**config.mk**
```make
export PLATFORM = sky130hd
export DESIGN_NAME = mdu_hilo
export DESIGN_NICKNAME = d
export VERILOG_FILES = /design/src/rtl/mdu_hilo.sv
export SDC_FILE = /design/constraint.sdc
export NUM_CORES = 1
export LEC_CHECK = 0
export BUFFER_PORTS_ARGS = -buffer_cell sky130_fd_sc_hd__buf_2
export CAP_MARGIN = 40
export CORE_MARGIN = 8
export CORE_UTILIZATION = 55
export DETAILED_ROUTE_END_ITERATION = 7
export PLACE_DENSITY = 0.75
export SETUP_SLACK_MARGIN = 0.15
export SKIP_CTS_REPAIR_TIMING = 1
export SYNTH_ARGS = -nofsm -noshare
export SYNTH_HDL_FRONTEND = slang
export SYNTH_SLANG_ARGS = --single-unit
```
**constraint.sdc**
```tcl
create_clock -name clk -period 3.9 [get_ports clk]
set_clock_uncertainty 0.1 [all_clocks]
set_input_delay 0.195 -clock clk [delete_from_list [all_inputs] [get_ports clk]]
set_output_delay 0.195 -clock clk [all_outputs]
set_load 0.01 [all_outputs]
```
**src/rtl/mdu_hilo.sv**
```systemverilog
`default_nettype none
//============================================================================
// Module   : mdu_hilo
// Purpose  : Iterative multiply/divide unit with HI/LO result registers.
//            MULT/MULTU use shift-add, DIV/DIVU use restoring division.
//            Each takes WIDTH steps; MTHI/MTLO complete at the accept edge.
// Revision : 1.0 - initial release
//============================================================================
module mdu_hilo #(
    parameter int WIDTH = 32
) (
    input  logic             clk,
    input  logic             rst,
    input  logic             start,
    input  logic [2:0]       MDUOp,
    input  logic [WIDTH-1:0] A,
    input  logic [WIDTH-1:0] B,
    output logic             busy,
    output logic             done,
    output logic [WIDTH-1:0] HI,
    output logic [WIDTH-1:0] LO
);

    localparam int c_cnt_w = $clog2(WIDTH) + 1;
    localparam logic [c_cnt_w-1:0] c_cnt_last = c_cnt_w'(WIDTH - 1);
    localparam logic [c_cnt_w-1:0] c_cnt_one  = c_cnt_w'(1);

    localparam logic [2:0] c_op_mult  = 3'b001;
    localparam logic [2:0] c_op_multu = 3'b010;
    localparam logic [2:0] c_op_div   = 3'b011;
    localparam logic [2:0] c_op_divu  = 3'b100;
    localparam logic [2:0] c_op_mthi  = 3'b101;
    localparam logic [2:0] c_op_mtlo  = 3'b110;

    localparam logic [1:0] c_st_idle = 2'd0;
    localparam logic [1:0] c_st_run  = 2'd1;
    localparam logic [1:0] c_st_fin  = 2'd2;

    logic [1:0]         r_state;
    logic [c_cnt_w-1:0] r_cnt;
    // Upper half: partial product / partial remainder.
    // Lower half: multiplier shifting out / dividend shifting out, quotient in.
    logic [2*WIDTH-1:0] r_acc;
    logic [WIDTH-1:0]   r_opnd;     // multiplicand or divisor magnitude
    logic               r_is_div;
    logic               r_neg_q;    // negate product (mult) or quotient (div)
    logic               r_neg_r;    // negate remainder (dividend was negative)
    logic               r_div0;

    logic               w_signed_op;
    logic               w_a_neg;
    logic               w_b_neg;
    logic [WIDTH-1:0]   w_a_mag;
    logic [WIDTH-1:0]   w_b_mag;
    logic [WIDTH-1:0]   w_hi;
    logic [WIDTH-1:0]   w_lo;
    logic [WIDTH:0]     w_madd;
    logic [2*WIDTH-1:0] w_mstep;
    logic [WIDTH:0]     w_shift;
    logic [WIDTH+1:0]   w_diff;
    logic [2*WIDTH-1:0] w_dstep;
    logic [2*WIDTH-1:0] w_prod;
    logic [WIDTH-1:0]   w_rem;
    logic [WIDTH-1:0]   w_quo;

    // Operand conditioning at accept and the per-step datapath
    always_comb begin
        w_signed_op = (MDUOp == c_op_mult) || (MDUOp == c_op_div);
        w_a_neg     = w_signed_op & A[WIDTH-1];
        w_b_neg     = w_signed_op & B[WIDTH-1];
        w_a_mag     = w_a_neg ? (~A + 1'b1) : A;
        w_b_mag     = w_b_neg ? (~B + 1'b1) : B;

        w_hi        = r_acc[2*WIDTH-1:WIDTH];
        w_lo        = r_acc[WIDTH-1:0];

        // Shift-add: conditionally add multiplicand, keep the carry, shift right
        w_madd      = {1'b0, w_hi} + (w_lo[0] ? {1'b0, r_opnd} : {(WIDTH+1){1'b0}});
        w_mstep     = {w_madd, w_lo[WIDTH-1:1]};

        // Restoring divide: extra top bit keeps the borrow unambiguous
        w_shift     = {w_hi, w_lo[WIDTH-1]};
        w_diff      = {1'b0, w_shift} - {2'b00, r_opnd};
        w_dstep     = w_diff[WIDTH+1] ? {w_shift[WIDTH-1:0], w_lo[WIDTH-2:0], 1'b0}
                                      : {w_diff[WIDTH-1:0],  w_lo[WIDTH-2:0], 1'b1};

        // Sign correction; divide-by-zero leaves |A| in the remainder, so
        // restoring the dividend sign yields the original A in HI
        w_prod      = r_neg_q ? (~r_acc + 1'b1) : r_acc;
        w_rem       = r_neg_r ? (~w_hi + 1'b1) : w_hi;
        w_quo       = r_div0 ? {WIDTH{1'b1}} : (r_neg_q ? (~w_lo + 1'b1) : w_lo);
    end

    // Control FSM, iteration register and HI/LO result registers
    always_ff @(posedge clk) begin
        if (rst) begin
            r_state  <= c_st_idle;
            r_cnt    <= '0;
            r_acc    <= '0;
            r_opnd   <= '0;
            r_is_div <= 1'b0;
            r_neg_q  <= 1'b0;
            r_neg_r  <= 1'b0;
            r_div0   <= 1'b0;
            busy     <= 1'b0;
            done     <= 1'b0;
            HI       <= '0;
            LO       <= '0;
        end else begin
            case (r_state)
                c_st_idle: begin
                    done <= 1'b0;
                    if (start) begin
                        case (MDUOp)
                            c_op_mult, c_op_multu, c_op_div, c_op_divu: begin
                                r_acc    <= {{WIDTH{1'b0}}, w_a_mag};
                                r_opnd   <= w_b_mag;
                                r_is_div <= (MDUOp == c_op_div) || (MDUOp == c_op_divu);
                                r_neg_q  <= w_a_neg ^ w_b_neg;
                                r_neg_r  <= w_a_neg;
                                r_div0   <= (B == '0);
                                r_cnt    <= '0;
                                busy     <= 1'b1;
                                r_state  <= c_st_run;
                            end
                            c_op_mthi: HI <= A;
                            c_op_mtlo: LO <= A;
                            default: ;
                        endcase
                    end
                end
                c_st_run: begin
                    r_acc <= r_is_div ? w_dstep : w_mstep;
                    r_cnt <= r_cnt + c_cnt_one;
                    if (r_cnt == c_cnt_last) begin
                        busy    <= 1'b0;
                        r_state <= c_st_fin;
                    end
                end
                c_st_fin: begin
                    if (r_is_div) begin
                        HI <= w_rem;
                        LO <= w_quo;
                    end else begin
                        HI <= w_prod[2*WIDTH-1:WIDTH];
                        LO <= w_prod[WIDTH-1:0];
                    end
                    done    <= 1'b1;
                    r_state <= c_st_idle;
                end
                default: begin
                    busy    <= 1'b0;
                    done    <= 1'b0;
                    r_state <= c_st_idle;
                end
            endcase
        end
    end

endmodule
`default_nettype wire

```
==> flow_summary.toml <==
[timing]
worst_hold_slack_ns = -0.0249
final.setup.worst_slack_ns = 0.329
setup_viol = 0
layout_min_cycle_time_ns = 3.57
slew_headroom_pct = 37.5
fin_crit_sh_pct = 91.6
worst_pin_slew_ns = 0.935
drv_slew = 0
tns_ns = 0
rsz0062_at_grt = "yes"
fmax_mhz = 280
final_hold_viol_count = 5

[drt]
drt_iter0_markers = 1902
ant_nets = 0
drt_first_pass_iters = 8
via_count = 14600
drt_drc_violations_left = 0
wl_per_cell_um = 20.1
wl_um = 46200
routed_via_density = 6.38

[placement]
portBuffers = 135
hpwlAfterDp_um = 34000
gp_congestion = 0.987
placed_area_um2 = 14800
dpl.cell_count = 2251
place_ws_ns = 0.179

[critical_path]
cp.arrival_ns = 3.79
cp-startpoint = "r_acc[21]$_SDFFE_PP0P_"
required_ns = 4.12
cp_max_fo = 8
worstSetupPathType = "reg2reg"
r2r_start = "r_acc[21]$_SDFFE_PP0P_"
cp-start-kind = "register"
cp-end-kind = "register"

[global_route]
grt_overflow_total = 0
grt_usage_pct = 29.4
grt_pass1_vias = 13900
antenna_found_initial = 0
grt_max_degree = 60
grt_pass1_wl_um = 73400

[run_status]
violations = "hold timing"
outcome = "finished, violations left"

[final_layout]
instances_no_fill = 2294
final_nets = 2098
antenna_cells = 0
post-route-util_pct = 63.6
num-fill-cells = 2217
design_area_um2 = 15500
drive_gt1_share_pct = 13.1
synthToLayoutAreaGrowth_pct = 13.4

[synthesis]
ys_ff_latch = 174
synthCells = 1861
ys_types = 71
synth_area_um2 = 13700
synth_edf_count = 0
postSynthAreaPerCell_um2 = 7.35
ys_async_sr_fraction_pct = 0
ys.warnings.count = 0
synth-main-ff-cell = "dfxtp_1"
synth_fp_nets = 2002
ys_seq_area_share_pct = 25.5

[pwr]
finalPower_mw = 5.40
vdd_drop_max_uv = 282
leakage_nw = 6.41
powerDensity_nw_per_um2 = 348

[floorplan]
io_pins = 136
die_area_um2 = 30200
initial_utilization_pct = 56.1
rows = 57
die_w_um = 174
fp.dieH_um = 174
core_um2 = 24400

[cts]
cts_max_path_buffers = 2
cts_inserted_buffers = 17
cts_tree = "built"
insertion_delay_ns = 0.45
clk_pin_slew_ns = 0.09
cts_max_level = 4
cts_root_buf = "clkbuf_16"
clock-sinks = 174

[hold_path]
worstHoldPathType = "in2reg"
hp-start = "B[14]"

[run]
maxCapViolCount = 0
-- metal layers --
layer	vias up	track usage [%]	wire (um)
met5	-	0	0
met4	0	16.0	2330
li1	6963	-	-
met1	6810	37.1	19300
met3	159	4.97	3670
met2	711	47.3	21000
-- cells in the mapped netlist, types with 18 or more instances --
library cell | instances | area share, %
dfxtp_1 | 174 | 25
nor2b_1 | 18 | 0.82
xnor2_1 | 93 | 6.0
mux2i_1 | 38 | 2.8
a21oi_1 | 191 | 7.0
o31ai_1 | 24 | 1.3
a21o_1 | 37 | 2.0
inv_1 | 57 | 1.6
nor3_1 | 40 | 1.5
or3_1 | 24 | 1.1
nor2_1 | 201 | 5.5
o211ai_1 | 40 | 2.2
ha_1 | 69 | 6.3
nand2_1 | 217 | 6.0
a211oi_1 | 55 | 3.0
xor2_1 | 65 | 4.2
o21ai_0 | 130 | 4.8
o221ai_1 | 27 | 1.7
clkbuf_1 | 112 | 3.1
-- kinds of logic (layout without fill, tap and decap cells) --
family                     Yosys count  count (layout)  share of synthesized area (%)
AOI/OAI and AO/OA                  625             625                           29.6
adders and majority gates           71              71                           6.60
and+or+nand+nor                    615             615                           20.4
muxes                               38              38                           2.78
xor gates and xnor gates           158             158                           10.1
buffers and inverters              180             289                           5.04
DFF                                174             174                           25.5
-- critical path: stages (launching register included) --
cell and delay [ns]:
dfxtp_1 0.39, or4_4 0.58, or4_4 0.46, or3_4 0.39, or3_4 0.37, or3_1 0.41, a221oi_1 0.31, a31oi_1 0.09
o211ai_1 0.20, a311oi_2 0.13
-- layout make-up --
cell class                      count  area (um2)  share of cell area (%)
Timing Repair Buffer              199        1230                    7.93
Clock buffer                       18         439                    2.83
Inverter                           58         218                    1.40
Clock inverter                     14         139                   0.895
Sequential cell                   174        3490                    22.5
Multi-Input combinational cell   1507        9610                    61.9
Tap cell                          324         405                    2.61
-- sequential cells by signal, indices dropped and copies added (netlist names), 2 cells and up --
register  cells
r_state       2
LO           32
r_cnt         6
r_opnd       32
r_acc        64
HI           32
-- final timing paths --
| path | end | cells past startpoint | slack (ns) |
|---|---|---|---|
| max reg2reg | HI[1]$_SDFFE_PP0P_ | 9 | 0.33 |
| max | HI[1]$_SDFFE_PP0P_ | 9 | 0.33 |
| min reg2reg | LO[13]$_SDFFE_PP0P_ | 2 | 0.35 |
| min | r_opnd[14]$_SDFFE_PP0P_ | 3 | -0.02 |
-- cells in the final DEF (no fill, tap or decap), types with 51 or more instances in the layout --
cell type    n
dfxtp_1    172
nor2_1     198
inv_1       57
nand2_1    217
buf_2      134
o21ai_0    130
a211oi_1    55
xnor2_1     93
buf_4       51
a21oi_1    189
xor2_1      65
ha_1        69
-- power by group --
part / switching [mW] / internal (mW)
Clock: 0.878 / 0.873
Sequential: 0.135 / 1.89
Combinational: 0.999 / 0.624
Total: 2.01 / 3.39
No activity file was read; power rests on OpenSTA's default activity.
